--- src/rtl/agc_level_controller_if.sv ---
// Sample-path bus for the AGC: PCM samples in, gain code and level reports back out.
interface agc_level_controller_if #(
  parameter int BITS = 16
);
  logic                   enable;
  logic                   sample_valid;
  logic signed [BITS-1:0] audio_in;
  logic [2:0]             gain_code;
  logic [BITS-1:0]        peak_level;
  logic                   level_valid;
  logic                   clip_flag;

  modport master (
    output enable, sample_valid, audio_in,
    input  gain_code, peak_level, level_valid, clip_flag
  );

  modport slave (
    input  enable, sample_valid, audio_in,
    output gain_code, peak_level, level_valid, clip_flag
  );
endinterface

--- src/rtl/agc_level_controller.sv ---
// Automatic gain controller: windowed peak detector driving a 3-bit gain code,
// with a fast-attack path that backs gain off immediately on full-scale samples.
module agc_level_controller #(
  parameter int         BITS      = 16,
  parameter int         WIN_LOG2  = 10,
  parameter int         HI_THR    = 24576,
  parameter int         LO_THR    = 8192,
  parameter int         HOLD_WIN  = 4,
  parameter logic [2:0] GAIN_MIN  = 3'd1,
  parameter logic [2:0] GAIN_MAX  = 3'd7,
  parameter logic [2:0] GAIN_INIT = 3'd5
) (
  input logic                   clk,
  input logic                   rst_n,
  agc_level_controller_if.slave bus
);

  typedef enum logic [1:0] {IDLE, MEASURE, DECIDE, HOLD} state_t;

  localparam int                HW         = $clog2(HOLD_WIN + 1);
  localparam logic [BITS-1:0]   FULL_SCALE = {1'b0, {(BITS-1){1'b1}}};
  localparam logic [BITS-1:0]   NEG_FULL   = {1'b1, {(BITS-1){1'b0}}};
  localparam logic [BITS-1:0]   HI_LEVEL   = BITS'(HI_THR);
  localparam logic [BITS-1:0]   LO_LEVEL   = BITS'(LO_THR);
  localparam logic [BITS-1:0]   MAG_ONE    = BITS'(1);
  localparam logic [WIN_LOG2-1:0] WIN_ONE  = WIN_LOG2'(1);
  localparam logic [HW-1:0]     HOLD_ONE   = HW'(1);
  localparam logic [HW-1:0]     HOLD_LAST  = HW'(HOLD_WIN - 1);

  state_t              state, state_nxt;
  logic [2:0]          gain, gain_nxt;
  logic [WIN_LOG2-1:0] win_cnt, win_nxt;
  logic [BITS-1:0]     acc, acc_nxt;
  logic [HW-1:0]       hold_cnt, hold_nxt;
  logic [BITS-1:0]     peak, peak_nxt;
  logic                level_valid, level_valid_nxt;
  logic                clip, clip_nxt;

  logic [BITS-1:0] sample;
  logic [BITS-1:0] mag;
  logic [BITS-1:0] acc_max;
  logic            win_end;
  logic            clip_hit;

  assign sample = bus.audio_in;

  // The most negative code has no positive twin, so it saturates to full scale.
  always_comb begin
    mag = sample;
    if (sample[BITS-1]) begin
      mag = (sample == NEG_FULL) ? FULL_SCALE : (~sample + MAG_ONE);
    end
  end

  assign acc_max  = (mag > acc) ? mag : acc;
  assign win_end  = bus.sample_valid && (win_cnt == '1);
  assign clip_hit = bus.sample_valid && (mag >= FULL_SCALE) &&
                    ((state == MEASURE) || (state == HOLD));

  always_ff @(posedge clk) begin
    if (!rst_n) begin
      state       <= IDLE;
      gain        <= GAIN_INIT;
      win_cnt     <= '0;
      acc         <= '0;
      hold_cnt    <= '0;
      peak        <= '0;
      level_valid <= 1'b0;
      clip        <= 1'b0;
    end else begin
      state       <= state_nxt;
      gain        <= gain_nxt;
      win_cnt     <= win_nxt;
      acc         <= acc_nxt;
      hold_cnt    <= hold_nxt;
      peak        <= peak_nxt;
      level_valid <= level_valid_nxt;
      clip        <= clip_nxt;
    end
  end

  // Priority: disable first, then window/FSM progress, with a clip overriding both.
  always_comb begin
    state_nxt       = state;
    gain_nxt        = gain;
    win_nxt         = win_cnt;
    acc_nxt         = acc;
    hold_nxt        = hold_cnt;
    peak_nxt        = peak;
    level_valid_nxt = 1'b0;
    clip_nxt        = 1'b0;

    if (!bus.enable) begin
      state_nxt = IDLE;
      win_nxt   = '0;
      acc_nxt   = '0;
      hold_nxt  = '0;
    end else begin
      if (bus.sample_valid) begin
        if (win_end) begin
          peak_nxt        = acc_max;
          level_valid_nxt = 1'b1;
          win_nxt         = '0;
          acc_nxt         = '0;
        end else begin
          win_nxt = win_cnt + WIN_ONE;
          acc_nxt = acc_max;
        end
      end

      case (state)
        IDLE: state_nxt = MEASURE;
        MEASURE: begin
          if (win_end) state_nxt = DECIDE;
        end
        DECIDE: begin
          hold_nxt = '0;
          if ((peak >= HI_LEVEL) && (gain > GAIN_MIN)) begin
            gain_nxt  = gain - 3'd1;
            state_nxt = HOLD;
          end else if ((peak < LO_LEVEL) && (gain < GAIN_MAX)) begin
            gain_nxt  = gain + 3'd1;
            state_nxt = HOLD;
          end else begin
            state_nxt = MEASURE;
          end
        end
        HOLD: begin
          if (win_end) begin
            if (hold_cnt == HOLD_LAST) begin
              hold_nxt  = '0;
              state_nxt = MEASURE;
            end else begin
              hold_nxt = hold_cnt + HOLD_ONE;
            end
          end
        end
        default: state_nxt = IDLE;
      endcase

      if (clip_hit) begin
        clip_nxt = 1'b1;
        if (gain > GAIN_MIN) begin
          gain_nxt  = gain - 3'd1;
          win_nxt   = '0;
          acc_nxt   = '0;
          hold_nxt  = '0;
          state_nxt = HOLD;
        end
      end
    end
  end

  assign bus.gain_code   = gain;
  assign bus.peak_level  = peak;
  assign bus.level_valid = level_valid;
  assign bus.clip_flag   = clip;

endmodule

--- src/flat_wrapper.sv ---
// flat-port wrapper written by rule: the top's interface ports become plain ports
module agc_level_controller_flat 
#(
  parameter int         BITS      = 16,
  parameter int         WIN_LOG2  = 10,
  parameter int         HI_THR    = 24576,
  parameter int         LO_THR    = 8192,
  parameter int         HOLD_WIN  = 4,
  parameter logic [2:0] GAIN_MIN  = 3'd1,
  parameter logic [2:0] GAIN_MAX  = 3'd7,
  parameter logic [2:0] GAIN_INIT = 3'd5
)
  (clk, rst_n, bus_enable, bus_sample_valid, bus_audio_in, bus_gain_code, bus_peak_level, bus_level_valid, bus_clip_flag);
  agc_level_controller_if #(.BITS(BITS)) bus_i ();
  input logic clk;
  input logic rst_n;
  input wire logic [$bits(bus_i.enable)-1:0] bus_enable;
  input wire logic [$bits(bus_i.sample_valid)-1:0] bus_sample_valid;
  input wire logic [$bits(bus_i.audio_in)-1:0] bus_audio_in;
  output wire logic [$bits(bus_i.gain_code)-1:0] bus_gain_code;
  output wire logic [$bits(bus_i.peak_level)-1:0] bus_peak_level;
  output wire logic [$bits(bus_i.level_valid)-1:0] bus_level_valid;
  output wire logic [$bits(bus_i.clip_flag)-1:0] bus_clip_flag;
  assign bus_i.enable = bus_enable;
  assign bus_i.sample_valid = bus_sample_valid;
  assign bus_i.audio_in = bus_audio_in;
  assign bus_gain_code = bus_i.gain_code;
  assign bus_peak_level = bus_i.peak_level;
  assign bus_level_valid = bus_i.level_valid;
  assign bus_clip_flag = bus_i.clip_flag;
  agc_level_controller #(.BITS(BITS), .WIN_LOG2(WIN_LOG2), .HI_THR(HI_THR), .LO_THR(LO_THR), .HOLD_WIN(HOLD_WIN), .GAIN_MIN(GAIN_MIN), .GAIN_MAX(GAIN_MAX), .GAIN_INIT(GAIN_INIT)) u_core (.clk(clk), .rst_n(rst_n), .bus(bus_i));
endmodule
--- config.mk ---
export PLATFORM = sky130hd
export DESIGN_NAME = agc_level_controller_flat
export DESIGN_NICKNAME = d
export VERILOG_FILES = /design/src/rtl/agc_level_controller_if.sv /design/src/rtl/agc_level_controller.sv /design/src/flat_wrapper.sv
export SDC_FILE = /design/constraint.sdc
export NUM_CORES = 1
export LEC_CHECK = 0
export ABC_CLOCK_PERIOD_IN_PS = 6000
export CORE_UTILIZATION = 40
export CTS_BUF_LIST = sky130_fd_sc_hd__clkbuf_16
export DETAILED_ROUTE_END_ITERATION = 7
export GPL_ROUTABILITY_DRIVEN = 0
export GPL_TIMING_DRIVEN = 0
export PLACE_DENSITY = 0.67
export SETUP_SLACK_MARGIN = 0.05
export SLEW_MARGIN = 10
export SYNTH_ARGS = -nofsm -noshare
export SYNTH_HDL_FRONTEND = slang
export SYNTH_SLANG_ARGS = --single-unit
export TNS_END_PERCENT = 1
--- constraint.sdc ---
create_clock -name clk -period 6 [get_ports clk]
set_clock_uncertainty 0.2 [all_clocks]
set_input_delay 1.2 -clock clk [delete_from_list [all_inputs] [get_ports clk]]
set_output_delay 1.2 -clock clk [all_outputs]
set_load 0.01 [all_outputs]
== Word level (Yosys, flattened, before mapping) ==
Index checks and enable logic that the tools add are counted.

* Logic and storage cells: 67
* Output and inout port bits: 21
* Input port bits: 20
* Register bits: 52

* Equal/unequal tests: 6
* Reductions and logical operators: 10
* Add/sub/neg operators: 5
* $lt $le $gt $ge: 6
* Bitwise operators: 1
* Mux-type cells: 31

{| class="wikitable"
|+ Operators with widths
! kind !! number
|-
| 2-to-1 mux 16 bit || 7
|-
| 2-to-1 mux 10 bit || 4
|-
| greater-or-equal comparator 16 x 15 -> 1 bit (second input constant) || 2
|-
| 2-to-1 mux 3 bit || 9
|-
| adder 16 x 1 -> 16 bit (second input constant) || 1
|-
| equality test 16 bit (second input constant) || 1
|-
| > comparator 16 bit || 1
|-
| < comparator 16 x 14 -> 1 bit (second input constant) || 1
|-
| NOT 16 bit || 1
|-
| 2-to-1 mux 2 bit || 7
|-
| adder 10 x 1 -> 10 bit (second input constant) || 1
|-
| equality test 10 bit (second input constant) || 1
|-
| one-hot mux 2 bit (4 select lines) || 1
|-
| adder 3 x 1 -> 3 bit (second input constant) || 2
|-
| one-hot mux 3 bit (2 select lines) || 1
|-
| AND reduction 3 bit || 2
|-
| logical AND 1 bit || 5
|-
| equality test 2 bit (second input constant) || 2
|-
| equality test 3 x 2 -> 1 bit (second input constant) || 1
|-
| > comparator 3 x 1 -> 1 bit (second input constant) || 1
|-
| < comparator 3 bit (second input constant) || 1
|-
| subtractor 3 x 1 -> 3 bit (second input constant) || 1
|-
| equality test 2 x 1 -> 1 bit (second input constant) || 1
|-
| zero test 2 bit || 1
|-
| other kinds (3) || 4
|}

== Logic depth before layout (Yosys ltp) ==
Gate-level depths: netlist (run 1).

* Word-level depth: 10
* Mapped depth: 20
* Mapped depth without buffers: 16

== Worst setup path after synthesis (run 1) ==
OpenSTA, ideal clock, no wires.

* Path type: input-to-reg
* Start: input bus_audio_in[0]
* End: register u_core.acc[10]
* Slack: 1.125 ns
* Data required time: 5.735 ns
* Setup time: 0.065 ns
* Arrival time: 4.610 ns
* Path buffers: 3
* Stages on the path: 18
* Path through: inv_1 > ha_1 > buf_2 > or4b_4 > o41ai_2 > xor2_1 > nand2_1 > ha_1 > nand4_1 > nor2_1 > nand3_1 > or3_1 > o31a_1 > clkbuf_1 > o21ai_1 > clkbuf_1 > a22oi_1 > nor2_1

* Word-level cells in the longest chain between the ends: 10

{| class="wikitable"
|+ Ends and longest elaborated chain
! element !! RTL line !! text
|-
| from (decl) || flat_wrapper.sv:19 || <nowiki>input wire logic [$bits(bus_i.audio_in)-1:0] bus_audio_in;</nowiki>
|-
| NOT 16 bit || agc_level_controller.sv:51 || <nowiki>mag = (sample == NEG_FULL) ? FULL_SCALE : (~sample + MAG_ONE);</nowiki>
|-
| adder 16 x 1 -> 16 bit || agc_level_controller.sv:51 ||
|-
| 2-to-1 mux 16 bit || agc_level_controller.sv:51 ||
|-
| 2-to-1 mux 16 bit * || agc_level_controller.sv:50 || <nowiki>if (sample[BITS-1]) begin</nowiki>
|-
| > comparator 16 bit || agc_level_controller.sv:55 || <nowiki>assign acc_max = (mag > acc) ? mag : acc;</nowiki>
|-
| 2-to-1 mux 16 bit || agc_level_controller.sv:55 ||
|-
| 2-to-1 mux 16 bit || agc_level_controller.sv:100 || <nowiki>if (win_end) begin</nowiki>
|-
| 2-to-1 mux 16 bit || agc_level_controller.sv:99 || <nowiki>if (bus.sample_valid) begin</nowiki>
|-
| 2-to-1 mux 16 bit || agc_level_controller.sv:143 || <nowiki>if (gain > GAIN_MIN) begin</nowiki>
|-
| 2-to-1 mux 16 bit * || agc_level_controller.sv:141 || <nowiki>if (clip_hit) begin</nowiki>
|-
| to (signal assigned) || agc_level_controller.sv:74 || <nowiki>acc <= acc_nxt;</nowiki>
|-
| to (decl) || agc_level_controller.sv:33 || <nowiki>logic [BITS-1:0] acc, acc_nxt;</nowiki>
|}

Mark *: on every way between the ends. The rest lies on a longest branch, timed or not.
A chain may end at the register's enable or synchronous reset.

== Worst setup path after layout (run 1) ==
* Start: input bus_audio_in[0]
* End: register u_core.acc[6]

The elaborated chain is that of the path after synthesis.

==> out/results.ini, run 1 <==
[critical_path]
path_class=primary input to flop
critPathTopFamily=simple AND/OR/NAND/NOR gates
r2r_cells=13
cp_max_fo=10
path_buf_inv=6
crit_cells=20
rrSetupSlack_ns=3.03
startpoint=bus_audio_in[0]
crit_end=u_core.acc[6]
end_kind=flop
cpPeakStageDelay_ns=0.51
worstPathArrival_ns=5.50
critical-path-slowest-cell=or4b_4
cp.required_ns=5.97
worstPathCellList=clkdlybuf4s50_1, inv_1, ha_1, buf_2, or4b_4, nor3_1, nor3_1, a21oi_1, ha_1, nand4_1, nor2_1, nand3_1, or3_1, o31a_1, clkbuf_1, and3b_1, clkbuf_1, clkbuf_2, a22oi_1, nor2_1
rr_startpoint=u_core.acc[13]
start_kind=primary input
r2r_end=u_core.acc[6]

[synthesis]
synth_edf_count=0
ys_types=56
ys_top_cells_by_area=dfxtp_1 31%, ha_1 8.3%, nand2_1 5.3%
avgSynthCellArea_um2=7.90
synth-main-ff-cell=dfxtp_1
synth_largest_area_cell=dfxtp_1
synth_fp_nets=461
seq_area_frac_synth_pct=31.5
synthCells=419
ys_warn_count=0
ys_async_sr_fraction_pct=0
syn_area_um2=3310
synth_top_area_share_pct=31.5
ys_ff_latch=52

[clock_tree]
clockBufferDepth=2
htree_num_levels=2
post_cts_buffers=0
hold_buffers=0
cts_tree=built
clock_latency_ns=0.29
cts.sinks=52
post_cts_resized=0
root_buffer=clkbuf_16
cts_buffers=5
clkTransAtPathRegs_ns=0.07

[hold_path]
hold_path.class=flop to flop
hold_depth=2

[grt]
antenna_found_initial=0
met3_usage_pct=3.04
overflow=0
grtUsageMet1_pct=24.7
grt_max_degree=16
grt_pass1_vias=2948
grtUsageMet2_pct=33.1
grt.total_usage_pct=19.3
busiest_layer=met2
grt_pass1_wl_mm=13.4

[run]
max-cap-violations=0

[cells_and_area]
layout_common_cells=52 x dfxtp_1, 47 x nand2_1, 41 x nor2_1
diodes=0
final_util_pct=50.2
seq_area_um2=1040
fillers=762
nets=503
drive_above_1_share_pct=6.72
final_common_cell=dfxtp_1
synthToLayoutAreaGrowth_pct=19.0
multiInputGateArea_um2=2040

[routing]
vias_per_cell=5.45
wl_mm=7.83
drtIter0Drc=147
num_vias=3066
ant_nets=0
drc=0
drtPass1Iterations=5
wl_per_cell_um=13.9

[timing]
rsz0062_at_grt=yes
hold_viol=0
min_period_over_period_pct=92.0
fmax_ghz=0.181
report.final.slew_viol_count=0
worst_slack_ns=0.478
tightest_slew_ns=0.705
report.final.setup_viol=0
relSlewSlack_pct=52.6
period_needed_ns=5.52

[floorplan]
coreArea_um2=7850
dieArea_um2=8640
dieWidth_um=93.0
initial_core_util_pct=42.2
placementRows=32
die_h_um=93.0
ios=41

[pwr]
p_per_area_nw_per_um2=196
p_leak_nw=1.60
ir_drop_v=0.000122

[status]
run_status=completed

[place]
hpwl_mm=5.99
port-buffer-count=35
preCtsSetupSlack_ns=-0.0987

==> worst min path at each step <==
stage	end	start
6_report	u_core.hold_cnt[2]	u_core.hold_cnt[2]
5_1_grt	u_core.hold_cnt[2]	u_core.hold_cnt[2]
4_1_cts	u_core.hold_cnt[2]	u_core.hold_cnt[2]
3_5_place_dp	u_core.hold_cnt[2]	u_core.hold_cnt[2]
3_3_place_gp	u_core.hold_cnt[2]	u_core.hold_cnt[2]
2_1_floorplan	u_core.hold_cnt[2]	u_core.hold_cnt[2]
==> synthesized netlist by cell type, drive strengths merged, types with 4 or more instances <==
cell    instances
nor3           14
and3            6
o211a           7
and2           12
mux2i          11
nor4            5
nand2b          5
nand4           5
xnor2           7
a31oi           5
xor2            8
dfxtp          52
nand3          10
o31ai           4
nor2b           4
ha             22
buf             8
a21oi          18
o211ai          6
nor2           42
clkbuf         18
o21ai          20
inv            29
nand2          47
a22oi          16
==> area by class of cell <==
class,count,area share [%]
buffer,26,3.27
clock buffer,5,3.18
clock inverter,2,0.318
inverter,29,2.76
multi-input combinational,312,51.9
sequential,52,26.4
tap,102,3.24
timing repair buffer,35,8.89
==> per-layer routing <==
metal | routed length, um | up-vias
met5 | 0 | -
met4 | 147 | 0
met3 | 315 | 12
met2 | 3630 | 67
met1 | 3740 | 1429
li1 | - | 1558
==> metrics by stage <==
step           hold WS [ns]  instance area, um2  power [mW]  setup TNS, ns  instances
3_5_place_dp          0.229                3790       0.499         -0.907        556
3_3_place_gp          0.221                3790       0.497         -0.449        556
5_1_grt               0.249                3940       0.808              0        563
4_1_cts               0.240                3930       0.776              0        563
2_1_floorplan         0.210                3310       0.457              0        419
6_report              0.236                3940       0.772              0        563
==> logic make-up after synthesis <==
family	synth area share, %
and+or+nand+nor	24.8
adders and majority gates	8.32
AOI/OAI and AO/OA	20.3
DFF	31.5
muxes	4.01
xor gates and xnor gates	3.97
buffers and inverters	7.07
==> worst reg2reg max path: stages (launching register included) <==
cell      delay [ns]
dfxtp_1         0.34
inv_1           0.06
ha_1            0.30
nand4_1         0.14
nor2_1          0.17
nand3_1         0.11
or3_1           0.37
o31a_1          0.11
clkbuf_1        0.18
and3b_1         0.20
clkbuf_1        0.18
clkbuf_2        0.24
a22oi_1         0.19
nor2_1          0.05
==> state kept, by name, summed over array words and instances (netlist names) <==
name and flops:
u_core.acc 16, u_core.bus.level_valid 1, u_core.state 2, u_core.hold_cnt 3, u_core.bus.gain_code 3, u_core.win_cnt 10
u_core.bus.clip_flag 1, u_core.bus.peak_level 16
==> power breakdown <==
part | switching (mW) | total, mW | internal (mW)
registers | 0.00388 | 0.354 | 0.350
clock network | 0.127 | 0.279 | 0.152
logic | 0.0822 | 0.140 | 0.0575
(Power assumes the default switching activity.)
==> run 2: changes to the inputs <==
Settings changed: CTS_CLUSTER_DIAMETER from default to 60.
==> results of run 2 <==
No change in the layout: final DEF, timing and power equal those of run 1.
